==> config.mk <==
export PLATFORM = sky130hd
export DESIGN_NAME = regfile_dump
export DESIGN_NICKNAME = d
export VERILOG_FILES = /design/src/rtl/regfile_dump_pkg.sv /design/src/rtl/regfile_dump_word_serializer.sv /design/src/rtl/regfile_dump.sv
export SDC_FILE = /design/constraint.sdc
export NUM_CORES = 1
export LEC_CHECK = 0
export BUFFER_PORTS_ARGS = -buffer_cell sky130_fd_sc_hd__buf_2
export CORE_MARGIN = 4
export CORE_UTILIZATION = 57
export CTS_CLUSTER_SIZE = 10
export DETAILED_ROUTE_END_ITERATION = 10
export PLACE_DENSITY_LB_ADDON = 0.08
export SLEW_MARGIN = 20
export SYNTH_ARGS = -nofsm -noshare
export SYNTH_HDL_FRONTEND = slang
export SYNTH_HIERARCHICAL = 1
export SYNTH_SLANG_ARGS = --single-unit
==> constraint.sdc <==
create_clock -name clk -period 2.94 [get_ports clk]
set_clock_uncertainty 0.1 [all_clocks]
set_input_delay 0.147 -clock clk [delete_from_list [all_inputs] [get_ports clk]]
set_output_delay 0.147 -clock clk [all_outputs]
set_load 0.02 [all_outputs]
==> src/rtl/regfile_dump_pkg.sv <==
// regfile_dump_pkg
// Shared types and sizing helpers for the register-file dump engine.
// Contents:
//   state_t        - FSM state encoding (IDLE, FETCH, SEND, DONE)
//   BYTES_PER_REG  - bytes per register word for the default 32-bit width
//   BYTE_CNT_W     - byte-counter width for the default width
//   bytes_per_reg  - bytes per word for an arbitrary width N
//   cnt_width      - byte-counter width, $clog2(bytes) but never below 1
package regfile_dump_pkg;

  typedef enum logic [1:0] {
    ST_IDLE  = 2'd0,
    ST_FETCH = 2'd1,
    ST_SEND  = 2'd2,
    ST_DONE  = 2'd3
  } state_t;

  localparam int DEFAULT_N = 32;

  function automatic int bytes_per_reg(input int n);
    return n / 8;
  endfunction

  // A single-byte word would give $clog2(1) = 0; keep at least one bit.
  function automatic int cnt_width(input int bytes);
    return (bytes <= 2) ? 1 : $clog2(bytes);
  endfunction

  localparam int BYTES_PER_REG = bytes_per_reg(DEFAULT_N);
  localparam int BYTE_CNT_W    = cnt_width(BYTES_PER_REG);

endpackage

==> src/rtl/regfile_dump_word_serializer.sv <==
// word_serializer
// Holds one register snapshot and presents it a byte at a time, LSB first.
// Ports:
//   clk          in   clock, rising edge
//   rst          in   asynchronous active-high reset (clears word and count)
//   i_load       in   capture i_data and restart at byte 0
//   i_data       in   N-bit word to capture
//   i_accept     in   current byte consumed; advance unless it is the last
//   o_byte       out  current byte (low byte of the shift register)
//   o_last_byte  out  current byte is the final byte of the word
module word_serializer #(
  parameter int N     = 32,
  parameter int BYTES = N / 8,
  parameter int CW    = 1
) (
  input  logic         clk,
  input  logic         rst,
  input  logic         i_load,
  input  logic [N-1:0] i_data,
  input  logic         i_accept,
  output logic [7:0]   o_byte,
  output logic         o_last_byte
);

  localparam logic [CW-1:0] LAST_CNT = CW'(BYTES - 1);

  logic [N-1:0]  r_shift;
  logic [CW-1:0] r_cnt;
  logic          w_last;

  assign w_last      = (r_cnt == LAST_CNT);
  assign o_byte      = r_shift[7:0];
  assign o_last_byte = w_last;

  // The last byte is never shifted out: the word stays put until the next
  // load, so the byte on the channel cannot change under a stalled consumer.
  always_ff @(posedge clk or posedge rst) begin
    if (rst) begin
      r_shift <= '0;
      r_cnt   <= '0;
    end else if (i_load) begin
      r_shift <= i_data;
      r_cnt   <= '0;
    end else if (i_accept && !w_last) begin
      r_shift <= r_shift >> 8;
      r_cnt   <= r_cnt + 1'b1;
    end
  end

endmodule

==> src/rtl/regfile_dump.sv <==
// regfile_dump
// Debug readout engine on a dedicated read port of the register file. A start
// pulse walks registers 0..NREGS-1; each is snapshotted in a one-cycle FETCH
// and streamed LSB first over a valid/ready byte channel.
// Ports:
//   clk        in   clock, rising edge
//   rst        in   asynchronous active-high reset
//   start      in   dump request, honoured only in IDLE
//   abort      in   synchronous cancel back to IDLE (no done pulse)
//   busy       out  high in FETCH and SEND
//   done       out  one-cycle pulse after the final byte of a full dump
//   rf_addr    out  register-file read address (registered, glitch-free)
//   rf_data    in   combinational read data for rf_addr
//   out_valid  out  byte available
//   out_ready  in   consumer accepts byte
//   out_data   out  byte payload
//   out_last   out  final byte of register NREGS-1
module regfile_dump
  import regfile_dump_pkg::*;
#(
  parameter int N     = 32,
  parameter int NREGS = 32
) (
  input  logic         clk,
  input  logic         rst,
  input  logic         start,
  input  logic         abort,
  output logic         busy,
  output logic         done,
  output logic [4:0]   rf_addr,
  input  logic [N-1:0] rf_data,
  output logic         out_valid,
  input  logic         out_ready,
  output logic [7:0]   out_data,
  output logic         out_last
);

  localparam int            BYTES     = bytes_per_reg(N);
  localparam int            CW        = cnt_width(BYTES);
  localparam logic [4:0]    LAST_ADDR = 5'(NREGS - 1);

  state_t     r_state;
  logic [4:0] r_addr;

  logic       w_fetch;
  logic       w_send;
  logic       w_hs;
  logic       w_last_byte;
  logic [7:0] w_byte;

  assign w_fetch = (r_state == ST_FETCH);
  assign w_send  = (r_state == ST_SEND);
  assign w_hs    = w_send & out_ready;

  word_serializer #(
    .N     (N),
    .BYTES (BYTES),
    .CW    (CW)
  ) u_ser (
    .clk         (clk),
    .rst         (rst),
    .i_load      (w_fetch & ~abort),
    .i_data      (rf_data),
    .i_accept    (w_hs & ~abort),
    .o_byte      (w_byte),
    .o_last_byte (w_last_byte)
  );

  always_ff @(posedge clk or posedge rst) begin
    if (rst) begin
      r_state <= ST_IDLE;
      r_addr  <= '0;
    end else if (abort) begin
      r_state <= ST_IDLE;
      r_addr  <= '0;
    end else begin
      case (r_state)
        ST_IDLE: begin
          if (start) begin
            r_state <= ST_FETCH;
            r_addr  <= '0;
          end
        end
        ST_FETCH: begin
          r_state <= ST_SEND;
        end
        ST_SEND: begin
          if (w_hs && w_last_byte) begin
            if (r_addr == LAST_ADDR) begin
              r_state <= ST_DONE;
            end else begin
              r_addr  <= r_addr + 5'd1;
              r_state <= ST_FETCH;
            end
          end
        end
        ST_DONE: begin
          r_state <= ST_IDLE;
          r_addr  <= '0;
        end
        default: begin
          r_state <= ST_IDLE;
          r_addr  <= '0;
        end
      endcase
    end
  end

  // Outputs decode straight from registered state, so an asynchronous reset
  // forces them to their idle values without waiting for a clock edge.
  assign busy      = w_fetch | w_send;
  assign done      = (r_state == ST_DONE);
  assign rf_addr   = r_addr;
  assign out_valid = w_send;
  assign out_data  = w_send ? w_byte : 8'h00;
  assign out_last  = w_send & (r_addr == LAST_ADDR) & w_last_byte;

endmodule

==> Word level (Yosys, flattened, before mapping) <==
Cells that the tools add are included.
{ "totals": {"reg_bits": 41, "input_bits": 37, "out_inout_bits": 17, "wordCells": 44} }
{ "classes": {"add_sub_neg": 2, "n_eq_ne": 8, "mux": 15, "bitwise": 7, "reduce_logical": 8} }
{ "ops": {"columns": ["cell", "n"], "rows": [
  ["two-way mux 32 bit", 2],
  ["two-way mux 5 bit", 4],
  ["case mux 5 bit (3 select lines)", 1],
  ["two-way mux 2 bit", 6],
  ["two-way mux 8 bit", 1],
  ["case mux 2 bit (4 select lines)", 1],
  ["== test 2 bit (second input constant)", 3],
  ["inequality test 3 bit (second input constant)", 2],
  ["adder 5 x 1 -> 5 bit (second input constant)", 1],
  ["AND 1 bit", 5],
  ["== test 5 bit (second input constant)", 1],
  ["AND reduction 4 bit", 1],
  ["nonzero test 4 bit", 1],
  ["inequality test 3 x 2 -> 1 bit (second input constant)", 1],
  ["adder 2 x 1 -> 2 bit (second input constant)", 1],
  ["== test 2 x 1 -> 1 bit (second input constant)", 1],
  ["logical AND 1 bit", 2],
  ["logical NOT 2 bit", 1],
  ["AND reduction 2 bit", 1],
  ["nonzero test 2 bit", 1],
  ["logical NOT 1 bit", 1],
  ["inverter 1 bit", 1],
  ["bitwise OR 1 bit", 1]
]} }

==> Longest topological paths before layout <==
{ "depth": {"word_depth": 6, "ltp_mapped": 9, "mapped_depth_nobuf": 7} }

==> By module <==
Netlist, hierarchy kept.
{ "modules_own_cells": {"columns": ["mod", "instances", "cells_each", "area_each_um2", "seq_area_each_um2"], "rows": [
  ["word_serializer", 1, 159, 1616.6, 850.8],
  ["regfile_dump", 1, 63, 578.1, 175.2]
]} }

==> Worst setup path after synthesis <==
OpenSTA, ideal clock, no wires.
{ "synth_timing": {"path_kind": "reg-to-reg", "startpoint": "register r_state[0]", "endpoint": "register u_ser.r_shift[10]", "setup_time_ns": 0.132, "arrival_time_ns": 1.677, "t_required_ns": 2.708, "path_slack_ns": 1.031, "stages_incl_launch_ff": 10, "n_path_buf": 2, "period_less_slack_ns": 1.909, "cell_sequence": "dfrtp_1 inv_1 ha_1 nand2_1 nor2_1 nor2b_2 buf_6 buf_12 mux2i_1 o21ai_1"} }
{ "synth_via": {"elab_chain_cells": 5, "elab_cells_between_ends": 8, "cone_classes": "2 x eq/ne; 1 x mux; 3 x bitwise; 2 x reduce/logical"} }
{ "synth_lines": {"columns": ["item", "line_no", "source"], "rows": [
  ["from (decl)", "regfile_dump.sv:42", "state_t r_state;"],
  ["from (signal assigned)", "regfile_dump.sv:71", "r_state <= ST_IDLE;"],
  ["from (signal assigned)", "regfile_dump.sv:74", "r_state <= ST_IDLE;"],
  ["from (signal assigned)", "regfile_dump.sv:80", "r_state <= ST_FETCH;"],
  ["== test 2 bit", "regfile_dump.sv:52", "assign w_send = (r_state == ST_SEND);"],
  ["via out_valid", "regfile_dump.sv:32", "output logic out_valid,"],
  ["AND 1 bit", "regfile_dump.sv:53", "assign w_hs = w_send & out_ready;"],
  ["AND 1 bit", "regfile_dump.sv:64", ".i_accept (w_hs & ~abort),"],
  ["logical AND 1 bit", "regfile_dump_word_serializer.sv:44", "end else if (i_accept && !w_last) begin"],
  ["nonzero test 2 bit (no line)", null, null],
  ["to (signal assigned)", "regfile_dump_word_serializer.sv:42", "r_shift <= i_data;"],
  ["to (signal assigned)", "regfile_dump_word_serializer.sv:45", "r_shift <= r_shift >> 8;"],
  ["to (decl)", "regfile_dump_word_serializer.sv:27", "logic [N-1:0] r_shift;"]
]} }
The timed path passes the listed nets, and every way through them passes these cells.
A chain may end at the register's enable or synchronous reset.

==> Worst setup path after layout <==
{ "layout_timing": {"startpoint": "register r_state[0]", "endpoint": "register r_addr[1] (netlist: rf_addr[1])"} }
{ "layout_via": {"elab_chain_cells": 5, "elab_cells_between_ends": 12, "cone_classes": "5 x eq/ne; 2 x mux; 1 x bitwise; 4 x reduce/logical"} }
{ "layout_lines": {"columns": ["item", "line_no", "source"], "rows": [
  ["== test 2 bit", "regfile_dump.sv:52, regfile_dump.sv:77", null],
  ["AND 1 bit", "regfile_dump.sv:53", null],
  ["logical AND 1 bit", "regfile_dump.sv:88", "if (w_hs && w_last_byte) begin"],
  ["inequality test 3 x 2 -> 1 bit (no line)", null, null],
  ["AND reduction 4 bit (no line)", null, null],
  ["to (signal assigned)", "regfile_dump.sv:92", "r_addr <= r_addr + 5'd1;"],
  ["to (decl)", "regfile_dump.sv:43", "logic [4:0] r_addr;"]
]} }
Several ways; a longest one is shown, not always the timed one.

==> results.txt <==
Die Height: 70.1 µm
CTS Sinks: 41
Die Wd: 70.1 µm
Yosys top cell area share: 46.8%
pin count of the biggest net entering global routing: 40
share of layout cells above drive strength 1: 24.2%
Hold Slack: 0.0787 ns
total number of yosys warnings: 6
antenna diode count: 0
Synth Net Count: 267
Max Cap Viol: 0
Worst slew margin: 59.2%
cell taking the most area after synthesis: dfrtp_1
post-route ant nets: 0
initial antenna violation count: 0
Max FO, Critical Path: 19
nets@finish: 341
Post-route DRC: 0
synthesis-stage register bit count: 41
Reg power frac: 50.0%
RSZ-0062 raised after global routing: no
CTS tree: done
Layout area overhead: 27.8%
synth cell count leaders: nand2_1 (46), dfrtp_1 (41), mux2i_1 (24), o21ai_1 (19), o21ai_0 (14)
final instance area: 2810 µm²
most numerous cell in the Yosys netlist: nand2_1
Total Wirelength: 4.56 mm
clk root buf: clkbuf_8
Internal Pwr Total: 1.21 mW
Top Layer Used: met4
Initial DRC Count: 140
Core Util, Final: 76.1%
DP HPWL: 2.87 mm
sw frac: 33.7%
global-route wire length before repair: 7.87 mm
setup TNS: 0 ns
Post-CTS Resized: 0
Syn Area/Cell: 9.89 µm²
Vias: 1733
io pins: 54
cell leakage power: 1.35 nW
Async SR Flop Fraction: 100%
NetSw: 0.614 mW
Num CTS Buffers: 5
Max clock buf depth: 2
Required @ worst endpoint: 3.01 ns
wire length per cell: 13.2 µm
hold crit path type: in2reg
power density over the cells: 649 nW/µm²
EDFF count, synth: 0
Synth area leaders: dfrtp_1 (47%), mux2i_1 (11%), nand2_1 (7.9%)
Peak VDD IR: 0.419 mV
setup violators final: 0
Final Max Slew Viols: 0
Initial Util: 59.5%
minimum clock period after layout: 2.12 ns
buffers added on ports: 53
htree depth: 2
worst skew pair latency: 0.29 ns
worst path arrival time: 2.19 ns
Placeable Area: 3690 µm²
met3 routed WL: 154 µm
Metal-1 WL: 2.23 mm
Clk network pwr share: 19.2%
r2r setup slk: 0.82 ns
Post-DP Area: 2390 µm²
Rows: 22
post-synthesis cell area: 2190 µm²
sequential area share after synthesis: 46.8%
Comb pwr share: 30.7%
status: completed
endpoints failing hold: 0
total grt overflow: 0
Syn Inst Count: 222
overall power: 1.82 mW
crit start category: register
Max Fclk: 0.472 GHz
Tot GR Track Use: 19.6%
vias per inst: 5.02
Clock transition at path regs: 0.07 ns
met2 WL: 2.15 mm
FILL cells: 266
post-CTS setup buffer count: 0
Worst-Margin Slew: 0.611 ns
crit path kind: reg2reg
Distinct cells, synth: 36
Top FF cell, synth: dfrtp_1
Worst setup EP type: register
hold_buf cts: 33
DIE AREA: 4910 µm²
post-route clock period utilization: 72.1%
number of global-route vias before repair: 1695
drt pass-1 iters: 4
routability cong.: 0.794
-- per-layer routing --
layer	vias up	track usage (%)
met2	37	29.9
met3	3	4.89
li1	881	-
met1	812	28.2
met5	-	0
met4	0	4.47
-- state kept, by name, summed over array words and instances, names as in the netlist --
name,cells
r_state,2
rf_addr,5
u_ser/r_cnt,2
u_ser/r_shift,32
-- final timing paths --
kind	start	end	depth (start not counted)
max	r_state[0]$_DFFE_PP0P_	rf_addr[1]$_DFFE_PP0P_	5
min	abort	r_state[1]$_DFFE_PP0P_	2
max reg2reg	r_state[0]$_DFFE_PP0P_	rf_addr[1]$_DFFE_PP0P_	5
min reg2reg	u_ser/r_cnt[1]$_DFFE_PP0P_	u_ser/r_cnt[1]$_DFFE_PP0P_	2
max in group asynchronous	rst	u_ser/r_shift[0]$_DFFE_PP0P_	4
min in group asynchronous	rst	u_ser/r_shift[28]$_DFFE_PP0P_	3
-- layout by cell type (no fill, tap or decap), types with 2 or more instances in the layout --
master          n
a21oi_1         4
and2_1          8
and3_2          2
and3b_1         2
buf_2          53
buf_4           2
clkbuf_8        5
clkinv_2        2
dfrtp_1        41
dlygate4sd3_1  33
ha_1            8
inv_1           5
mux2_1          2
mux2i_1        24
nand2_1        46
nor2_1          6
nor3_1          2
o21ai_0        14
o21ai_1        19
-- metrics by stage --
| stage | cells | worst slack (ns) |
|---|---|---|
| after detailed placement | 304 | 0.821 |
| after CTS | 345 | 0.803 |
| after global routing | 345 | 0.644 |
| after floorplan | 222 | 1.03 |
| after global placement | 304 | 0.888 |
| final | 345 | 0.819 |
-- cell type report --
| type | instances | area, µm² | area share, % |
|---|---|---|---|
| Sequential cell | 41 | 1030 | 36.6 |
| Multi-Input combinational cell | 154 | 987 | 35.2 |
| Timing Repair Buffer | 89 | 631 | 22.5 |
| Clock buffer | 6 | 72.6 | 2.59 |
| Tap cell | 48 | 60.1 | 2.14 |
| Inverter | 5 | 18.8 | 0.669 |
| Clock inverter | 2 | 10.0 | 0.357 |
-- power groups by stage --
stage	Clock (mW)	Combinational, mW	Sequential [mW]
after global placement	0	0.510	0.913
after global routing	0.385	0.632	0.935
after detailed placement	0	0.527	0.919
after floorplan	0	0.484	0.878
after CTS	0.363	0.561	0.908
final	0.350	0.559	0.910
-- worst max-delay path, stage by stage (launching register included) --
cell and delay (ns):
dfrtp_1 0.43, inv_1 0.12, ha_1 0.54, a211oi_2 0.21
a21oi_2 0.26, mux2_1 0.34
-- logic make-up (layout without fill, tap and decap cells) --
family	after synthesis	count (layout)	synth area share [%]
flops	41	41	46.8
compound gates	43	43	10.9
buf+inv	27	102	8.61
mux	27	27	12.5
xor+xnor	1	1	0.399
simple gates	75	75	16.2
fa+ha+maj	8	8	4.56
Note: power is estimated with default switching activity, not from simulation.
